`src/rtl/skew_monitor_ctrl.sv`:
```
// Measures rising-edge skew, in clk cycles, between two clk-synchronous
// strobes and flags results that exceed SKEW_LIMIT or time out.
//
// Ports:
//   clk, rst_n   : clock (rising edge), asynchronous active-low reset
//   start        : pulse, arms a measurement from IDLE
//   abort        : return to IDLE from any state, no result
//   cont         : re-arm automatically after each result
//   sig_a, sig_b : monitored strobes, synchronous to clk
//   clr_cnt      : synchronous clear of viol_count
//   busy         : high while ARMED, WAIT or DONE
//   res_valid    : one-cycle pulse when the result fields update
//   res_skew     : measured skew in cycles
//   res_lead     : 0 = A led or tie, 1 = B led
//   res_viol     : result exceeds SKEW_LIMIT or timed out
//   res_timeout  : trailing edge never arrived
//   viol_count   : saturating count of violating results
module skew_monitor_ctrl #(
    parameter int unsigned CNT_W      = 8,
    parameter int unsigned SKEW_LIMIT = 2,
    parameter int unsigned TIMEOUT    = 255
) (
    input  logic             clk,
    input  logic             rst_n,
    input  logic             start,
    input  logic             abort,
    input  logic             cont,
    input  logic             sig_a,
    input  logic             sig_b,
    input  logic             clr_cnt,
    output logic             busy,
    output logic             res_valid,
    output logic [CNT_W-1:0] res_skew,
    output logic             res_lead,
    output logic             res_viol,
    output logic             res_timeout,
    output logic [CNT_W-1:0] viol_count
);

    typedef enum logic [1:0] {
        S_IDLE  = 2'd0,
        S_ARMED = 2'd1,
        S_WAIT  = 2'd2,
        S_DONE  = 2'd3
    } state_t;

    state_t             state_q, state_d;
    logic               sig_a_q, sig_b_q;
    logic               rise_a, rise_b;
    logic [CNT_W-1:0]   cnt_q, cnt_d;
    // Which strobe led in the current measurement; kept apart from res_lead
    // so the published result is untouched until the next DONE entry.
    logic               lead_q, lead_d;
    logic               done_entry;
    logic [CNT_W-1:0]   skew_d;
    logic               res_lead_d;
    logic               timeout_d;
    logic               viol_d;

    assign rise_a = sig_a & ~sig_a_q;
    assign rise_b = sig_b & ~sig_b_q;

    // State, counter and edge-history registers
    always_ff @(posedge clk or negedge rst_n) begin
        if (!rst_n) begin
            state_q <= S_IDLE;
            sig_a_q <= 1'b0;
            sig_b_q <= 1'b0;
            cnt_q   <= '0;
            lead_q  <= 1'b0;
        end else begin
            state_q <= state_d;
            sig_a_q <= sig_a;
            sig_b_q <= sig_b;
            cnt_q   <= cnt_d;
            lead_q  <= lead_d;
        end
    end

    // Next-state and result computation; abort overrides every transition
    always_comb begin
        state_d    = state_q;
        cnt_d      = cnt_q;
        lead_d     = lead_q;
        done_entry = 1'b0;
        skew_d     = '0;
        res_lead_d = lead_q;
        timeout_d  = 1'b0;

        if (abort) begin
            state_d = S_IDLE;
            cnt_d   = '0;
        end else begin
            case (state_q)
                S_IDLE: begin
                    cnt_d = '0;
                    if (start) begin
                        state_d = S_ARMED;
                    end
                end
                S_ARMED: begin
                    if (rise_a && rise_b) begin
                        done_entry = 1'b1;
                        skew_d     = '0;
                        res_lead_d = 1'b0;
                        lead_d     = 1'b0;
                        state_d    = S_DONE;
                    end else if (rise_a || rise_b) begin
                        lead_d  = rise_b;
                        cnt_d   = CNT_W'(1);
                        state_d = S_WAIT;
                    end
                end
                S_WAIT: begin
                    // An arrival in the timeout cycle still counts as an arrival
                    if (lead_q ? rise_a : rise_b) begin
                        done_entry = 1'b1;
                        skew_d     = cnt_q;
                        res_lead_d = lead_q;
                        state_d    = S_DONE;
                    end else if (cnt_q == CNT_W'(TIMEOUT)) begin
                        done_entry = 1'b1;
                        skew_d     = CNT_W'(TIMEOUT);
                        res_lead_d = lead_q;
                        timeout_d  = 1'b1;
                        state_d    = S_DONE;
                    end else begin
                        cnt_d = cnt_q + CNT_W'(1);
                    end
                end
                S_DONE: begin
                    cnt_d   = '0;
                    state_d = cont ? S_ARMED : S_IDLE;
                end
                default: begin
                    cnt_d   = '0;
                    state_d = S_IDLE;
                end
            endcase
        end

        viol_d = timeout_d | (skew_d > CNT_W'(SKEW_LIMIT));
    end

    // Registered outputs; result fields load only on DONE entry
    always_ff @(posedge clk or negedge rst_n) begin
        if (!rst_n) begin
            busy        <= 1'b0;
            res_valid   <= 1'b0;
            res_skew    <= '0;
            res_lead    <= 1'b0;
            res_viol    <= 1'b0;
            res_timeout <= 1'b0;
            viol_count  <= '0;
        end else begin
            busy      <= (state_d != S_IDLE);
            res_valid <= done_entry;
            if (done_entry) begin
                res_skew    <= skew_d;
                res_lead    <= res_lead_d;
                res_viol    <= viol_d;
                res_timeout <= timeout_d;
            end
            // Clear beats a coincident increment; count saturates at all-ones
            if (clr_cnt) begin
                viol_count <= '0;
            end else if (done_entry && viol_d && (viol_count != '1)) begin
                viol_count <= viol_count + CNT_W'(1);
            end
        end
    end

endmodule

```
`config.mk`:
```
export PLATFORM = sky130hd
export DESIGN_NAME = skew_monitor_ctrl
export DESIGN_NICKNAME = d
export VERILOG_FILES = /design/src/rtl/skew_monitor_ctrl.sv
export SDC_FILE = /design/constraint.sdc
export NUM_CORES = 1
export LEC_CHECK = 0
export ABC_AREA = 0
export ABC_CLOCK_PERIOD_IN_PS = 5100
export CORE_ASPECT_RATIO = 1.75
export CORE_MARGIN = 1.5
export CORE_UTILIZATION = 45
export CTS_CLUSTER_SIZE = 12
export DETAILED_ROUTE_END_ITERATION = 8
export PLACE_DENSITY = 0.79
export SETUP_SLACK_MARGIN = 0.15
export SLEW_MARGIN = 40
export SYNTH_ARGS = -nofsm -noshare
export SYNTH_HDL_FRONTEND = slang
export SYNTH_SLANG_ARGS = --single-unit
```
`constraint.sdc`:
```
create_clock -name clk -period 5.1 [get_ports clk]
set_input_delay 0.51 -clock clk [delete_from_list [all_inputs] [get_ports clk]]
set_output_delay 0.51 -clock clk [all_outputs]
set_load 0.1 [all_outputs]
```
==> qor.csv <==
stage,metric,value,unit
power_and_ir_drop,Net Switching,0.359,mW
placed_design,Placer Congestion,0.819,
die,I/O Pins,29,
clocking,post-cts sizing count,0,
clocking,clock latency at the later pin of the worst-skew pair,0.30,ns
clocking,Setup Buffers After CTS,0,
die,Die Area,4760,µm²
hold_path,Worst Hold Depth,2,
die,Initial Util,47.1,%
timing,Period minus WS final,2.70,ns
logic_synthesis,Syn Inst Count,210,
critical_path,Setup crit end kind,flip-flop,
routing,Detail Route Antenna Nets,0,
die,Core Box Area,4150,µm²
clocking,Post-CTS Hold Buffers,0,
grt,largest net degree at the start of global routing,35,
clocking,CTS tree,done,
timing,fin crit share,52.9,%
layout,number of diodes,0,
clocking,level count of the clock H-tree,2,
timing,Final WS setup,2.40,ns
logic_synthesis,share of the yosys chip area belonging to registers,43.6,%
grt,vias in the first global route,1522,
die,Core Rows,31,
power_and_ir_drop,Internal,0.518,mW
layout,area grow syn2layout,14.8,%
layout,Finished Cell Area,2240,µm²
clocking,Root Driver,clkbuf_8,
clocking,clock sinks,34,
layout,Total Nets Final,247,
critical_path,Worst setup SP type,input port,
routing,router iterations before antenna repair,4,
logic_synthesis,Area contributors post-synth,"dfrtp_1 (44%), nand2_1 (4.0%), ha_1 (3.8%)",
logic_synthesis,asr flop ratio synth,100,%
grt,Tot GR Track Use,18.9,%
routing,DR vias/cell,5.80,
layout,most frequent cells in the layout,"dfrtp_1 (34), nand2_1 (21), buf_2 (21), nor2_1 (20), o21ai_0 (15)",
layout,"commonest non-fill, non-tap cell in the layout",dfrtp_1,
clocking,Inserted Clock Buffers,5,
grt,initial antenna violation count,0,
routing,routed len/inst,14.3,µm
timing,endpoints failing hold,0,
timing,Max Slew Vio Count,0,
timing,setup TNS,0,ns
placed_design,Port-buffer cells,28,
logic_synthesis,Synth Net Count,224,
logic_synthesis,flop and latch count out of synthesis,34,
power_and_ir_drop,Max IR drop VDD,0.000230,V
critical_path,crit path DAT,2.87,ns
power_and_ir_drop,power per standard cell area,391,nW/µm²
die,die height,90.2,µm
timing,unrepaired setup endpoints after global routing,no,
timing,Fmax achieved,370,MHz
timing,Slew headroom,44.8,%
layout,area occupied by multi-input gates,1020,µm²
hold_path,Hold Path Class,flip-flop to flip-flop,
flow_run,maxcap violations,0,
layout,# fillers,391,
timing,final setup fails,0,
logic_synthesis,total number of yosys warnings,0,
logic_synthesis,"Avg Cell Area, Syn",9.30,µm²
timing,worst slew pin tran,0.805,ns
power_and_ir_drop,clock share of power,28.0,%
die,Die W,52.8,µm
grt,first-pass GRT wire length,6.80,mm
logic_synthesis,ys flop type,dfrtp_1,
logic_synthesis,Post-synth EDFFs,0,
power_and_ir_drop,Comb pwr share,35.0,%
logic_synthesis,post-synthesis cell type count,46,
logic_synthesis,share of the synthesized area in the top cell type,43.6,%
power_and_ir_drop,Pleak,1.07,nW
placed_design,HPWL Detailed,2.88,mm
logic_synthesis,"area leader, netlist",dfrtp_1,
placed_design,Placement Setup Slack,2.11,ns
timing,Setup Skew,0.00994,ns
power_and_ir_drop,Seq pwr share,37.1,%
clocking,clk buf depth,2,
clocking,Worst-path clk slew,0.07,ns
logic_synthesis,post-synthesis instance area,1950,µm²
routing,residual DRC count,0,
layout,Reg area,851,µm²
power_and_ir_drop,Final Power,0.878,mW
grt,final global-route overflow total,0,
critical_path,Crit Path Class,input port to flip-flop,
routing,DRT Wirelength,4.06,mm
routing,via count,1642,
critical_path,R2R depth,6,
run_status,outcome,completed,
placed_design,DP Area,2130,µm²
layout,fraction of layout cells with a size suffix above 1,16.7,%
critical_path,worst path required time,5.27,ns
critical_path,Critical Path Fanout Max,11,
power_and_ir_drop,switch share,41.0,%
routing,Initial DRC Count,47,
[critical path, stage by stage]
cell and delay [ns]:
clkdlybuf4s50_1 0.41, nor2b_1 0.22, mux2i_1 0.67, nor2_1 0.33, nor4b_2 0.38, mux2_1 0.35
[cells in the mapped netlist, drive strengths merged, types with 2 or more instances]
master and n:
dfrtp 34, nand2 21, nor2 20, o21ai 17, nor2b 10, o31ai 9, a21oi 7, clkbuf 7
mux2 7, nand3 7, buf 6, ha 6, nand2b 6, nor4 6, inv 5, nand4 5
a31oi 4, and3 3, and4 3, nor3 3, a211oi 2, and2 2, mux2i 2, o21a 2
or3 2
[layout make-up]
type	count	share of cell area (%)
flip-flops and latches	34	37.9
clock inverters	3	1.79
inverters	5	0.837
well taps	49	2.73
repair buffers	29	8.15
multi-input cells	158	45.5
clock buffers	5	3.07
[stage by stage]
stage	util, %	std cells	hold slack (ns)
final	54.0	283	0.478
after global routing	54.0	283	0.506
after CTS	54.0	283	0.484
after global placement	53.9	275	0.465
after floorplan	-	210	0.214
after detailed placement	51.4	275	0.471
[sequential cells by signal (all words and copies together), names as in the netlist]
signal / cells
cnt_q: 8
res_skew: 8
viol_count: 8
state_q: 2
busy: 1
lead_q: 1
res_lead: 1
res_timeout: 1
res_valid: 1
res_viol: 1
sig_a_q: 1
sig_b_q: 1
[kinds of logic (layout without fill, tap and decap cells)]
family | Yosys count | count (layout) | synth area share, %
AOI/OAI and AO/OA | 51 | 51 | 18.3
buffers and inverters | 18 | 42 | 4.23
muxes | 9 | 9 | 5.06
DFF | 34 | 34 | 43.6
and+or+nand+nor | 91 | 91 | 24.5
xor gates and xnor gates | 1 | 1 | 0.449
adders and majority gates | 6 | 6 | 3.84
[power groups by stage]
stage | clock network (mW) | logic (mW) | registers [mW]
detailed placement | 0 | 0.308 | 0.331
floorplan | 0 | 0.129 | 0.448
global route | 0.262 | 0.331 | 0.330
finish | 0.245 | 0.307 | 0.325
global placement | 0 | 0.321 | 0.330
CTS | 0.248 | 0.309 | 0.326
[metal layers]
metal / wire length (µm) / vias up / GRT usage (%) / part of all wire [%]
met3: 149 / 11 / 4.15 / 3.7
met2: 2120 / 40 / 30.4 / 52
li1: - / 806 / - / -
met1: 1670 / 785 / 22.5 / 41
met4: 112 / 0 / 10.3 / 2.8
met5: 0 / - / 0 / 0
[final timing paths]
kind	start	end	slack [ns]
worst max-delay path	sig_a	viol_count[0]	2.40
worst min-delay path	res_skew[2]	res_skew[2]	0.48
worst max register to register	cnt_q[0]	viol_count[0]	2.58
worst min register to register	res_skew[2]	res_skew[2]	0.48
max in group asynchronous	rst_n	res_skew[4]	4.17
min in group asynchronous	rst_n	sig_a_q	0.62
No activity file was read; power rests on OpenSTA's default activity.
